$ cat src/rtl/cmp_red_seq_pkg.sv
`default_nettype none
// +----------------------------------------------------------------------------+
// | cmp_red_seq_pkg                                                            |
// | Opcode constants and FSM state type for the lane compare-reduce sequencer. |
// | Revision: 1.0                                                              |
// +----------------------------------------------------------------------------+
package cmp_red_seq_pkg;

  // Low bit of the 7-bit ocode selects the operand class; integer ops use INT.
  localparam logic       INT      = 1'b0;
  localparam logic [6:0] VREDMINU = {6'b000100, INT};
  localparam logic [6:0] VREDMIN  = {6'b000101, INT};
  localparam logic [6:0] VREDMAXU = {6'b000110, INT};
  localparam logic [6:0] VREDMAX  = {6'b000111, INT};
  localparam logic [6:0] VMSEQ    = {6'b011000, INT};

  typedef enum logic [1:0] {
    RED_IDLE  = 2'd0,
    RED_RUN   = 2'd1,
    RED_DRAIN = 2'd2,
    RED_FIN   = 2'd3
  } red_state_e;

  function automatic logic is_red_op(input logic [6:0] ocode);
    return (ocode == VREDMIN) || (ocode == VREDMINU) ||
           (ocode == VREDMAX) || (ocode == VREDMAXU);
  endfunction

endpackage
`default_nettype wire

$ cat src/rtl/cmp_red_seq_if.sv
`default_nettype none
// +----------------------------------------------------------------------------+
// | cmp_red_seq_if                                                             |
// | Issue handshake, VRF read port and CMP operand bundle of the sequencer.    |
// | Revision: 1.0                                                              |
// +----------------------------------------------------------------------------+
interface cmp_red_seq_if #(
  parameter int DATA_WIDTH = 32,
  parameter int MAX_VL     = 32
);
  localparam int IDX_W = (MAX_VL > 1) ? $clog2(MAX_VL) : 1;
  localparam int VL_W  = $clog2(MAX_VL + 1);

  logic                  start_i;
  logic                  ready_o;
  logic                  busy_o;
  logic [6:0]            ocode_i;
  logic [VL_W-1:0]       vl_i;
  logic                  vm_i;
  logic [DATA_WIDTH-1:0] scalar_i;
  logic                  rd_en_o;
  logic [IDX_W-1:0]      rd_idx_o;
  logic [DATA_WIDTH-1:0] elem_i;
  logic                  mask_i;
  logic                  cmp_en_o;
  logic [DATA_WIDTH-1:0] cmp_a_o;
  logic [DATA_WIDTH-1:0] cmp_b_o;
  logic [6:0]            cmp_ocode_o;
  logic [DATA_WIDTH-1:0] cmp_result_i;
  logic                  done_o;
  logic                  err_o;
  logic [DATA_WIDTH-1:0] result_o;

  modport slave (
    input  start_i, ocode_i, vl_i, vm_i, scalar_i, elem_i, mask_i, cmp_result_i,
    output ready_o, busy_o, rd_en_o, rd_idx_o, cmp_en_o, cmp_a_o, cmp_b_o,
           cmp_ocode_o, done_o, err_o, result_o
  );

  modport master (
    output start_i, ocode_i, vl_i, vm_i, scalar_i, elem_i, mask_i, cmp_result_i,
    input  ready_o, busy_o, rd_en_o, rd_idx_o, cmp_en_o, cmp_a_o, cmp_b_o,
           cmp_ocode_o, done_o, err_o, result_o
  );
endinterface
`default_nettype wire

$ cat src/rtl/cmp_red_seq.sv
`default_nettype none
// +----------------------------------------------------------------------------+
// | cmp_red_seq                                                                |
// | Walks one lane's vector slice through the shared CMP for min/max reduces.  |
// | Revision: 1.0                                                              |
// +----------------------------------------------------------------------------+
module cmp_red_seq
  import cmp_red_seq_pkg::*;
#(
  parameter int DATA_WIDTH = 32,
  parameter int MAX_VL     = 32
) (
  input  wire logic    module_clk_i,
  input  wire logic    rst_ni,
  cmp_red_seq_if.slave bus
);

  localparam int              IDX_W    = (MAX_VL > 1) ? $clog2(MAX_VL) : 1;
  localparam int              VL_W     = $clog2(MAX_VL + 1);
  localparam logic [VL_W-1:0] c_MAX_VL = VL_W'(MAX_VL);

  red_state_e            r_state;
  red_state_e            w_state_nxt;
  logic [IDX_W-1:0]      r_cnt;
  logic [VL_W-1:0]       r_vl;
  logic                  r_vm;
  logic                  r_err;
  logic                  r_rd_vld;
  logic [6:0]            r_ocode;
  logic [DATA_WIDTH-1:0] r_acc;
  logic [DATA_WIDTH-1:0] r_result;

  logic                  w_accept;
  logic                  w_legal;
  logic                  w_last;
  logic                  w_active;
  logic [VL_W-1:0]       w_vl_clamp;
  logic [DATA_WIDTH-1:0] w_acc_nxt;

  assign w_accept   = bus.start_i & (r_state == RED_IDLE);
  assign w_legal    = is_red_op(bus.ocode_i);
  assign w_vl_clamp = (bus.vl_i > c_MAX_VL) ? c_MAX_VL : bus.vl_i;
  assign w_last     = (VL_W'(r_cnt) + VL_W'(1)) == r_vl;
  // Read data lands one cycle after the strobe; masked-off elements leave acc untouched.
  assign w_active   = r_rd_vld & (r_vm | bus.mask_i);
  assign w_acc_nxt  = w_active ? bus.cmp_result_i : r_acc;

  always_ff @(posedge module_clk_i or negedge rst_ni) begin
    if (!rst_ni) begin
      r_state <= RED_IDLE;
    end else begin
      r_state <= w_state_nxt;
    end
  end

  always_comb begin
    w_state_nxt = r_state;
    case (r_state)
      RED_IDLE: begin
        if (w_accept) begin
          w_state_nxt = (w_legal && (w_vl_clamp != '0)) ? RED_RUN : RED_FIN;
        end
      end
      RED_RUN: begin
        if (w_last) begin
          w_state_nxt = RED_DRAIN;
        end
      end
      RED_DRAIN: w_state_nxt = RED_FIN;
      RED_FIN:   w_state_nxt = RED_IDLE;
      default:   w_state_nxt = RED_IDLE;
    endcase
  end

  always_comb begin
    bus.ready_o     = (r_state == RED_IDLE);
    bus.busy_o      = (r_state == RED_RUN) || (r_state == RED_DRAIN);
    bus.rd_en_o     = (r_state == RED_RUN);
    bus.rd_idx_o    = r_cnt;
    bus.done_o      = (r_state == RED_FIN);
    bus.err_o       = (r_state == RED_FIN) & r_err;
    bus.cmp_en_o    = w_active;
    bus.cmp_a_o     = r_acc;
    bus.cmp_b_o     = bus.elem_i;
    bus.cmp_ocode_o = r_ocode;
    bus.result_o    = r_result;
  end

  always_ff @(posedge module_clk_i or negedge rst_ni) begin
    if (!rst_ni) begin
      r_cnt    <= '0;
      r_vl     <= '0;
      r_vm     <= 1'b0;
      r_err    <= 1'b0;
      r_rd_vld <= 1'b0;
      r_ocode  <= '0;
      r_acc    <= '0;
      r_result <= '0;
    end else begin
      r_rd_vld <= (r_state == RED_RUN);
      if (w_accept) begin
        r_cnt   <= '0;
        r_vl    <= w_vl_clamp;
        r_vm    <= bus.vm_i;
        r_err   <= ~w_legal;
        r_ocode <= bus.ocode_i;
        r_acc   <= bus.scalar_i;
      end else begin
        r_acc <= w_acc_nxt;
        if ((r_state == RED_RUN) && !w_last) begin
          r_cnt <= r_cnt + IDX_W'(1);
        end
      end
      // Capture on entry to FIN so result_o is already valid while done_o is high.
      if (w_state_nxt == RED_FIN) begin
        r_result <= w_accept ? bus.scalar_i : w_acc_nxt;
      end
    end
  end

endmodule
`default_nettype wire
$ cat src/flat_wrapper.sv
// flat-port wrapper written by rule: the top's interface ports become plain ports
module cmp_red_seq_flat import cmp_red_seq_pkg::*;
#(
  parameter int DATA_WIDTH = 32,
  parameter int MAX_VL     = 32
)
  (module_clk_i, rst_ni, bus_start_i, bus_ocode_i, bus_vl_i, bus_vm_i, bus_scalar_i, bus_elem_i, bus_mask_i, bus_cmp_result_i, bus_ready_o, bus_busy_o, bus_rd_en_o, bus_rd_idx_o, bus_cmp_en_o, bus_cmp_a_o, bus_cmp_b_o, bus_cmp_ocode_o, bus_done_o, bus_err_o, bus_result_o);
  cmp_red_seq_if #(.DATA_WIDTH(DATA_WIDTH), .MAX_VL(MAX_VL)) bus_i ();
  input  wire logic module_clk_i;
  input  wire logic rst_ni;
  input wire logic [$bits(bus_i.start_i)-1:0] bus_start_i;
  input wire logic [$bits(bus_i.ocode_i)-1:0] bus_ocode_i;
  input wire logic [$bits(bus_i.vl_i)-1:0] bus_vl_i;
  input wire logic [$bits(bus_i.vm_i)-1:0] bus_vm_i;
  input wire logic [$bits(bus_i.scalar_i)-1:0] bus_scalar_i;
  input wire logic [$bits(bus_i.elem_i)-1:0] bus_elem_i;
  input wire logic [$bits(bus_i.mask_i)-1:0] bus_mask_i;
  input wire logic [$bits(bus_i.cmp_result_i)-1:0] bus_cmp_result_i;
  output wire logic [$bits(bus_i.ready_o)-1:0] bus_ready_o;
  output wire logic [$bits(bus_i.busy_o)-1:0] bus_busy_o;
  output wire logic [$bits(bus_i.rd_en_o)-1:0] bus_rd_en_o;
  output wire logic [$bits(bus_i.rd_idx_o)-1:0] bus_rd_idx_o;
  output wire logic [$bits(bus_i.cmp_en_o)-1:0] bus_cmp_en_o;
  output wire logic [$bits(bus_i.cmp_a_o)-1:0] bus_cmp_a_o;
  output wire logic [$bits(bus_i.cmp_b_o)-1:0] bus_cmp_b_o;
  output wire logic [$bits(bus_i.cmp_ocode_o)-1:0] bus_cmp_ocode_o;
  output wire logic [$bits(bus_i.done_o)-1:0] bus_done_o;
  output wire logic [$bits(bus_i.err_o)-1:0] bus_err_o;
  output wire logic [$bits(bus_i.result_o)-1:0] bus_result_o;
  assign bus_i.start_i = bus_start_i;
  assign bus_i.ocode_i = bus_ocode_i;
  assign bus_i.vl_i = bus_vl_i;
  assign bus_i.vm_i = bus_vm_i;
  assign bus_i.scalar_i = bus_scalar_i;
  assign bus_i.elem_i = bus_elem_i;
  assign bus_i.mask_i = bus_mask_i;
  assign bus_i.cmp_result_i = bus_cmp_result_i;
  assign bus_ready_o = bus_i.ready_o;
  assign bus_busy_o = bus_i.busy_o;
  assign bus_rd_en_o = bus_i.rd_en_o;
  assign bus_rd_idx_o = bus_i.rd_idx_o;
  assign bus_cmp_en_o = bus_i.cmp_en_o;
  assign bus_cmp_a_o = bus_i.cmp_a_o;
  assign bus_cmp_b_o = bus_i.cmp_b_o;
  assign bus_cmp_ocode_o = bus_i.cmp_ocode_o;
  assign bus_done_o = bus_i.done_o;
  assign bus_err_o = bus_i.err_o;
  assign bus_result_o = bus_i.result_o;
  cmp_red_seq #(.DATA_WIDTH(DATA_WIDTH), .MAX_VL(MAX_VL)) u_core (.module_clk_i(module_clk_i), .rst_ni(rst_ni), .bus(bus_i));
endmodule
$ cat config.mk
export PLATFORM = sky130hd
export DESIGN_NAME = cmp_red_seq_flat
export DESIGN_NICKNAME = d
export VERILOG_FILES = /design/src/rtl/cmp_red_seq_pkg.sv /design/src/rtl/cmp_red_seq_if.sv /design/src/rtl/cmp_red_seq.sv /design/src/flat_wrapper.sv
export SDC_FILE = /design/constraint.sdc
export NUM_CORES = 1
export LEC_CHECK = 0
export CAP_MARGIN = 20
export CORE_MARGIN = 1.5
export CORE_UTILIZATION = 44
export CTS_BUF_LIST = sky130_fd_sc_hd__clkbuf_4
export DETAILED_ROUTE_END_ITERATION = 12
export MAX_ROUTING_LAYER = met4
export PLACE_DENSITY_LB_ADDON = 0.25
export SLEW_MARGIN = 40
export SYNTH_ARGS = -nofsm -noshare
export SYNTH_HDL_FRONTEND = slang
export SYNTH_SLANG_ARGS = --single-unit
$ cat constraint.sdc
create_clock -name module_clk_i -period 6.64 [get_ports module_clk_i]
set_clock_uncertainty 0.1 [all_clocks]
set_input_delay 0.996 -clock module_clk_i [delete_from_list [all_inputs] [get_ports module_clk_i]]
set_output_delay 0.996 -clock module_clk_i [all_outputs]
set_load 0.02 [all_outputs]
* Word level (Yosys, flattened, before mapping)
Index checks and enable logic that the tools add are counted.
** Operators by class
- Add/sub/neg operators :: 2
- Multipliers :: 0
- Divide/modulo/power cells :: 0
- Magnitude comparators :: 1
- Equal/unequal tests :: 9
- Shift operators :: 0
- Mux-type cells :: 9
- Bitwise logic cells :: 5
- Reductions and logical operators :: 10
** Operator list (count)
- two-way mux 32 bit :: 2
- == test 7 x 4 -> 1 bit (second input constant) :: 4
- two-way mux 5 bit :: 2
- one-hot mux 2 bit (4 select lines) :: 1
- adder 5 x 1 -> 6 bit (second input constant) :: 1
- == test 2 bit (second input constant) :: 3
- == test 6 bit :: 1
- > comparator 6 bit (second input constant) :: 1
- two-way mux 2 bit :: 3
- two-way mux 6 bit :: 1
- nonzero test 6 bit :: 1
- adder 5 x 1 -> 5 bit (second input constant) :: 1
- logical OR 1 bit :: 4
- AND 1 bit :: 3
- == test 2 x 1 -> 1 bit (second input constant) :: 1
- logical AND 1 bit :: 2
- logical NOT 2 bit :: 1
- nonzero test 2 bit :: 1
- logical NOT 1 bit :: 1
- inverter 1 bit :: 1
- OR 1 bit :: 1
** Word-level totals
- Flip-flop bits (word level) :: 87
- Latch bits :: 0
- RAM bits :: 0
- Memory bits (read-only) :: 0
- Input bits :: 114
- Output and inout bits :: 114
- Word-level logic and storage cells :: 45
- Memories kept :: 0

* Logic depth before layout (Yosys ltp)
Gate-level depths: netlist of the first run.
- Word-level depth :: 9
- Gate-level depth with buffers :: 8

* Worst setup path after synthesis of the first run
OpenSTA, ideal clock, no wires.
- Path type :: input port to output port
- From :: in bus_mask_i
- To :: out bus_cmp_en_o
- Arrival :: 1.808 ns
- Data required time :: 5.544 ns
- Slack :: 3.736 ns
- Stages on the path :: 3
- Path buffers :: 1
- Cells stage by stage :: o21ai_1 -> buf_2 -> inv_1
** Between the ends
- Longest elaborated chain between the ends :: 2
** RTL lines
- start, declared :: RTL line flat_wrapper.sv:17 : input wire logic [$bits(bus_i.mask_i)-1:0] bus_mask_i;
- OR 1 bit :: RTL line cmp_red_seq.sv:45 : assign w_active = r_rd_vld & (r_vm | bus.mask_i);
- AND 1 bit :: RTL line cmp_red_seq.sv:45
- end, declared :: RTL line flat_wrapper.sv:23 : output wire logic [$bits(bus_i.cmp_en_o)-1:0] bus_cmp_en_o;
Every way passes these cells.

* Worst setup path in the final report of the first run
Ends and elaborated chain as after synthesis.

==> load_flow_metrics.sql, run 1 <==
INSERT INTO impl_metrics (metric_group, metric, value, unit) VALUES
('logic_synthesis', 'synth_flop_cell', 'sky130_fd_sc_hd__dfrtp_1', ''),
('finish', 'regArea', '2180', 'sq um'),
('floorplan', 'core_region_area', '9330', 'sq um'),
('outcome', 'outcome', 'completed', ''),
('clocking', 'cts-root-to-sink-buffers', '2', ''),
('timing', 'finalSetupViolCount', '0', ''),
('logic_synthesis', 'proportion_of_synthesized_chip_area_in_sequential_cells', '0.512', ''),
('timing', 'timing_max_transition_violations_final', '0', ''),
('global_route', 'use_met1', '0.251', ''),
('timing', 'finalCriticalPeriod', '3840', 'ps'),
('critical_path', 'critPathLaunchType', 'input pin', ''),
('finish', 'areaGrowthSynthToFinish', '38.6', '%'),
('global_route', 'grt_first_pass_wirelength', '15100', 'um'),
('timing', 'final-hold-violation-count', '0', ''),
('route', 'avgViaCountPerCell', '4.90', ''),
('clocking', 'worst_setup_hold_path_clk_slew', '140', 'ps'),
('timing', 'setup-tns-final', '0', 'ps'),
('clocking', 'cts-root-buf', 'sky130_fd_sc_hd__clkbuf_4', ''),
('floorplan', 'die_width', '101', 'um'),
('worst_hold_path', 'min_path_type', 'reg -> reg', ''),
('route', 'postRouteAntennaNets', '0', ''),
('floorplan', 'initial_utilization', '0.456', ''),
('logic_synthesis', 'syn-cell-area', '4260', 'sq um'),
('timing', 'slew-limit-headroom', '0.509', ''),
('floorplan', 'num_io_pins', '228', ''),
('timing', 'fin_hold_ws', '395', 'ps'),
('global_route', 'number_of_global_route_vias_before_repair', '3109', ''),
('power', 'irDropWorstVdd', '0.399', 'mV'),
('finish', 'post_route_cells_drive_above_1_share', '0.114', ''),
('global_route', 'met2_usage', '0.289', ''),
('logic_synthesis', 'post_synth_num_cell_types', '37', ''),
('floorplan', 'design.die.area', '10300', 'sq um'),
('flow_run', 'max_cap_viol_count', '0', ''),
('power', 'p_leak', '2.73', 'nW'),
('finish', 'most-common-layout-cells', '162 x sky130_fd_sc_hd__clkdlybuf4s50_1, 87 x sky130_fd_sc_hd__dfrtp_1, 74 x sky130_fd_sc_hd__nand2_1, 35 x sky130_fd_sc_hd__o21ai_0, 33 x sky130_fd_sc_hd__mux2i_1', ''),
('route', 'finalWirelength', '9440', 'um'),
('floorplan', 'die_span_y', '101', 'um'),
('critical_path', 'crit_fanout', '33', ''),
('critical_path', 'setup.worst_path.end_class', 'output pin', ''),
('placed_design', 'final_gp_congestion', '0.829', ''),
('timing', 'slew_at_the_pin_closest_to_its_max_slew_limit', '736', 'ps'),
('global_route', 'grt_antenna_before_repair', '0', ''),
('finish', 'core_utilization_of_the_finished_layout', '0.632', ''),
('logic_synthesis', 'average_footprint_of_a_synthesized_cell', '11.4', 'sq um'),
('placed_design', 'numPortBuffers', '163', ''),
('critical_path', 'cp_data_arrival_time', '2740', 'ps'),
('clocking', 'cts_repair_resize_count', '0', ''),
('critical_path', 'worst_ep_required_time', '5540', 'ps'),
('finish', 'final_instance_area', '5900', 'sq um'),
('clocking', 'clkSinkCount', '87', ''),
('floorplan', 'core.rowCount', '35', ''),
('finish', 'finish.net_count', '622', ''),
('placed_design', 'placement.cell_area', '5730', 'sq um'),
('finish', 'insertedDiodeCount', '0', ''),
('global_route', 'grt_busiest_layer', 'met2', ''),
('logic_synthesis', 'yosys_register_bits', '87', ''),
('timing', 'rsz0062_at_grt', 'false', ''),
('power', 'total_power', '3.12', 'mW'),
('clocking', 'post-cts-setup-buffers', '0', ''),
('finish', 'fillerInstances', '784', ''),
('route', 'dr.first_iter.drc_count', '49', ''),
('finish', 'multi_input_combinational_cell_area', '1730', 'sq um'),
('global_route', 'pin_count_of_the_biggest_net_entering_global_routing', '88', ''),
('global_route', 'grt.total_usage', '0.191', ''),
('logic_synthesis', 'synth_edf_count', '0', ''),
('clocking', 'cts_hold_repair.buffers', '0', ''),
('clocking', 'cts_tree', 'yes', ''),
('route', 'firstDrtPassIters', '4', ''),
('global_route', 'groute.layer.met3.usage', '0.0428', ''),
('logic_synthesis', 'ys.warnings.count', '0', ''),
('route', 'drc', '0', '');
[synth_stat cells (2+ instances only)]
cell type                  instances  area, sq um
sky130_fd_sc_hd__dfrtp_1          87         2180
sky130_fd_sc_hd__nand2_1          74          278
sky130_fd_sc_hd__o21ai_0          35          175
sky130_fd_sc_hd__mux2i_1          33          330
sky130_fd_sc_hd__buf_4            32          240
sky130_fd_sc_hd__mux2_4           30          450
sky130_fd_sc_hd__clkbuf_1         10         37.5
sky130_fd_sc_hd__nor2_1            9         33.8
sky130_fd_sc_hd__nand3b_1          7         52.6
sky130_fd_sc_hd__ha_1              5         62.6
sky130_fd_sc_hd__o211ai_1          5         37.5
sky130_fd_sc_hd__xnor2_1           4         35.0
sky130_fd_sc_hd__xor2_1            4         35.0
sky130_fd_sc_hd__buf_12            3         60.1
sky130_fd_sc_hd__buf_2             3         15.0
sky130_fd_sc_hd__inv_1             3         11.3
sky130_fd_sc_hd__a21oi_1           2         10.0
sky130_fd_sc_hd__and2_1            2         12.5
sky130_fd_sc_hd__mux2_2            2         22.5
sky130_fd_sc_hd__nand3_1           2         10.0
sky130_fd_sc_hd__nor2b_1           2         12.5
sky130_fd_sc_hd__o21ai_1           2         10.0
sky130_fd_sc_hd__o22ai_1           2         12.5
sky130_fd_sc_hd__or3_1             2         12.5
sky130_fd_sc_hd__or4_1             2         15.0
[power by group]
part	switching (mW)	total (mW)	internal (mW)
sequential	0.158	0.947	0.789
clock	0.185	0.338	0.153
combinational	0.885	1.83	0.947
[worst paths after layout]
path	cells past startpoint	endpoint	start	slack [ps]
min in group asynchronous	1	u_core.bus.result_o[13]	rst_ni	470
max in group asynchronous	1	u_core.bus.result_o[19]	rst_ni	5460
worst min-delay path	2	u_core.bus.cmp_ocode_o[2]	u_core.bus.cmp_ocode_o[2]	400
worst max-delay path	5	bus_cmp_en_o	bus_mask_i	2800
worst min register to register	2	u_core.bus.cmp_ocode_o[2]	u_core.bus.cmp_ocode_o[2]	400
worst max register to register	7	u_core.bus.result_o[1]	u_core.bus.rd_idx_o[0]	3560
[routing by layer]
metal	wire length [um]	up-vias	share of wire
met4	204	0	0.022
met5	0	-	0
met2	4290	134	0.45
li1	-	1504	-
met1	4230	1458	0.45
met3	717	25	0.076
[metrics by stage]
| stage | worst slack (ps) | cells |
|---|---|---|
| after detailed placement | 2810 | 621 |
| after floorplan | 3740 | 374 |
| after global placement | 2810 | 621 |
| after CTS | 2800 | 637 |
| final | 2800 | 637 |
| after global routing | 2750 | 637 |
[flip-flops by register name (all words and copies together) (netlist names)]
name                    count
u_core.r_state              2
u_core.r_vm                 1
u_core.r_vl                 6
u_core.bus.rd_idx_o         5
u_core.r_err                1
u_core.bus.cmp_a_o         32
u_core.r_rd_vld             1
u_core.bus.result_o        32
u_core.bus.cmp_ocode_o      7
[kinds of logic after synthesis]
kind of cell,count (synthesis),share of synthesized area
buf+inv,51,0.0856
simple gates,107,0.113
mux,65,0.189
fa+ha+maj,5,0.0147
compound gates,51,0.0703
xor+xnor,8,0.0165
flops,87,0.512
[worst max-delay path, cell delays in order]
cell	delay, ps
sky130_fd_sc_hd__clkdlybuf4s50_1	450
sky130_fd_sc_hd__o21ai_4	150
sky130_fd_sc_hd__buf_4	460
sky130_fd_sc_hd__inv_1	80
sky130_fd_sc_hd__clkdlybuf4s50_1	550
[cell type report]
cell class                      count  share of cell area
Sequential cell                    87               0.369
Multi-Input combinational cell    236               0.293
Timing Repair Buffer              166               0.281
Tap cell                          129              0.0274
Clock inverter                      7              0.0163
Clock buffer                        9              0.0115
Inverter                            3             0.00191
Power figures use the tool's default switching activity.
==> run 2, diff against run 1 <==
--- a/config.mk
+++ b/config.mk
@@ -7,7 +7,7 @@
 export LEC_CHECK = 0
 export CAP_MARGIN = 20
 export CORE_MARGIN = 1.5
-export CORE_UTILIZATION = 44
+export CORE_UTILIZATION = 41
 export CTS_BUF_LIST = sky130_fd_sc_hd__clkbuf_4
 export DETAILED_ROUTE_END_ITERATION = 12
 export MAX_ROUTING_LAYER = met4
==> constraint.sdc (replaced) <==
create_clock -name module_clk_i -period 3.6 [get_ports module_clk_i]
set_clock_uncertainty 0.1 [all_clocks]
set_input_delay 0.54 -clock module_clk_i [delete_from_list [all_inputs] [get_ports module_clk_i]]
set_output_delay 0.54 -clock module_clk_i [all_outputs]
set_load 0.02 [all_outputs]
==> run 2 against run 1 <==
Compared with the run above: register-to-register slack worse by 2800 ps; combinational power up 86%; flip-flop and latch count unchanged; highest routed layer unchanged; critical path type is now reg -> reg; first-iteration DRC count up 130%; final cell count up 1.4%; sequential share of layout area about the same; clock power up 50%; utilization down 5.4 points; critical path depth up 2; global-route usage down 0.55 points; routed wire length up 5.3%.
==> load_flow_metrics.sql, run 2 (synthesis gave the netlist of run 1 again) <==
INSERT INTO impl_metrics (metric_group, metric, value, unit) VALUES
('outcome', 'outcome', 'completed', ''),
('critical_path', 'critical_path.max_stage_delay', '470', 'ps'),
('timing', 'fin_hold_ws', '26.2', 'ps'),
('global_route', 'number_of_global_route_vias_before_repair', '3198', ''),
('placed_design', 'placed_cells', '630', ''),
('finish', 'most-common-layout-cells', '162 x sky130_fd_sc_hd__clkdlybuf4s50_1, 87 x sky130_fd_sc_hd__dfrtp_1, 74 x sky130_fd_sc_hd__nand2_1, 35 x sky130_fd_sc_hd__o21ai_0, 33 x sky130_fd_sc_hd__mux2i_1', ''),
('finish', 'stdcell_count', '646', ''),
('power', 'irDropWorstVdd', '0.452', 'mV'),
('timing', 'finalSetupViolCount', '0', ''),
('route', 'avgViaCountPerCell', '4.88', ''),
('clocking', 'tritoncts_buffer_count', '9', ''),
('power', 'share_comb_of_total_power', '0.602', ''),
('clocking', 'cts-root-to-sink-buffers', '2', ''),
('power', 'net-switching-power', '2.29', 'mW'),
('global_route', 'grt.total_usage', '0.186', ''),
('route', 'postRouteAntennaNets', '0', ''),
('clocking', 'post-cts-setup-buffers', '0', ''),
('timing', 'slew_at_the_pin_closest_to_its_max_slew_limit', '683', 'ps'),
('floorplan', 'initial_utilization', '0.418', ''),
('power', 'intPower', '3.38', 'mW'),
('critical_path', 'crit_fanout', '32', ''),
('floorplan', 'core_region_area', '10200', 'sq um'),
('route', 'detail_route.wl_per_cell', '15.4', 'um'),
('floorplan', 'die_span_y', '105', 'um'),
('timing', 'finalCriticalPeriod', '2850', 'ps'),
('power', 'pwr_density_cell', '962', 'nW/um^2'),
('global_route', 'pin_count_of_the_biggest_net_entering_global_routing', '88', ''),
('global_route', 'grt_first_pass_wirelength', '15900', 'um'),
('finish', 'mostFrequentLayoutCell', 'sky130_fd_sc_hd__clkdlybuf4s50_1', ''),
('route', 'finalWirelength', '9940', 'um'),
('clocking', 'worst_setup_hold_path_clk_slew', '140', 'ps'),
('clocking', 'htree_num_levels', '3', ''),
('power', 'p_leak', '2.73', 'nW'),
('floorplan', 'core.rowCount', '37', ''),
('clocking', 'cts-root-buf', 'sky130_fd_sc_hd__clkbuf_4', ''),
('finish', 'post_route_cells_drive_above_1_share', '0.120', ''),
('critical_path', 'setup.worst_path.end_class', 'register', ''),
('finish', 'finish.net_count', '624', ''),
('timing', 'final-hold-violation-count', '0', ''),
('clocking', 'cts_tree', 'yes', ''),
('floorplan', 'die_width', '105', 'um'),
('placed_design', 'dp_hpwl', '7000', 'um'),
('route', 'drc', '0', ''),
('clocking', 'cts_repair_resize_count', '0', ''),
('worst_hold_path', 'min_path_type', 'in -> async', ''),
('floorplan', 'num_io_pins', '228', ''),
('flow_run', 'max_cap_viol_count', '0', ''),
('critical_path', 'cells_traversed_along_the_worst_timing_path', 'ha_1 > or3_1 > a311o_1 > a32o_2 > o21ai_4 > buf_12 > mux2_2', ''),
('power', 'total_power', '5.67', 'mW'),
('clocking', 'cts_hold_repair.buffers', '0', ''),
('timing', 'rsz0062_at_grt', 'false', ''),
('critical_path', 'critPathLaunchType', 'register', ''),
('clocking', 'clkSinkCount', '87', ''),
('clocking', 'insertion_delay_to_the_later_sink_of_the_worst_skew_pair', '430', 'ps'),
('placed_design', 'numPortBuffers', '163', ''),
('route', 'dr.first_iter.drc_count', '111', ''),
('global_route', 'grt_overflow_total', '0', ''),
('timing', 'post-route-period-util', '0.793', ''),
('finish', 'insertedDiodeCount', '0', ''),
('timing', 'achievable-frequency', '350', 'MHz'),
('timing', 'timing_max_transition_violations_final', '0', ''),
('critical_path', 'worst_ep_required_time', '3810', 'ps'),
('power', 'seq_power_share', '0.309', ''),
('timing', 'slew-limit-headroom', '0.545', ''),
('timing', 'setup-tns-final', '0', 'ps'),
('floorplan', 'design.die.area', '11000', 'sq um'),
('route', 'vias', '3155', ''),
('route', 'firstDrtPassIters', '4', ''),
('finish', 'areaGrowthSynthToFinish', '38.5', '%'),
('power', 'netSwitchingFraction', '0.403', ''),
('critical_path', 'cp_data_arrival_time', '3060', 'ps'),
('placed_design', 'final_gp_congestion', '0.788', ''),
('power', 'p_clk_frac', '0.089', ''),
('critical_path', 'crit_type', 'reg -> reg', ''),
('global_route', 'grt_antenna_before_repair', '0', ''),
('critical_path', 'critPathSlowestCell', 'sky130_fd_sc_hd__dfrtp_1', ''),
('finish', 'fillerInstances', '886', '');
## run 2: power groups by stage
stage                     Combinational, mW  Sequential [mW]  Clock, mW
after floorplan                        1.76             2.23          0
after global placement                 3.40             1.76          0
after detailed placement               3.45             1.77          0
after CTS                              3.45             1.75      0.537
after global routing                   3.64             1.81      0.573
final                                  3.41             1.75      0.507
## run 2: path summary, 6_finish.rpt
check | from | end | slack [ps] | depth (start not counted)
setup / recovery | u_core.bus.rd_idx_o[0] | u_core.bus.result_o[1] | 750 | 7
setup reg to reg | u_core.bus.rd_idx_o[0] | u_core.bus.result_o[1] | 750 | 7
min in group module_clk_i | u_core.bus.cmp_ocode_o[6] | u_core.bus.cmp_ocode_o[6] | 400 | 2
hold reg to reg | u_core.bus.cmp_ocode_o[6] | u_core.bus.cmp_ocode_o[6] | 400 | 2
hold / removal | rst_ni | u_core.bus.cmp_ocode_o[6] | 30 | 1
max in group asynchronous | rst_ni | u_core.bus.rd_idx_o[3] | 2880 | 1
## run 2: metrics by stage
stage	area (sq um)	worst slack, ps	utilization
after global routing	5890	612	0.579
after detailed placement	5770	586	0.566
after CTS	5890	738	0.578
after floorplan	4260	950	-
final	5890	746	0.579
after global placement	5760	686	0.566
## run 2: layer usage
layer	part of all wire	wire length [um]	up-vias	GRT usage
met5	0	0	-	-
met4	0.011	112	0	0.0626
met3	0.064	631	15	0.0387
met2	0.45	4510	134	0.281
met1	0.47	4690	1501	0.250
li1	-	-	1505	-
## run 2: cell type report
cell class	instances	area (sq um)	share of cell area
Clock buffer	9	67.6	0.0115
Clock inverter	7	55.1	0.00934
Inverter	3	11.3	0.00191
Multi-Input combinational cell	236	1730	0.293
Sequential cell	87	2180	0.369
Tap cell	136	170	0.0289
Timing Repair Buffer	168	1690	0.286
## run 2: worst max-delay path: cells and delay by family, from the launching register on
family	cells	cell delay, ps
adder cells (fa/ha/maj)	1	290
AO/OA/AOI/OAI	3	850
buffers and inverters	1	270
multiplexers	1	370
AND/OR/NAND/NOR	1	380
flip-flops	1	470
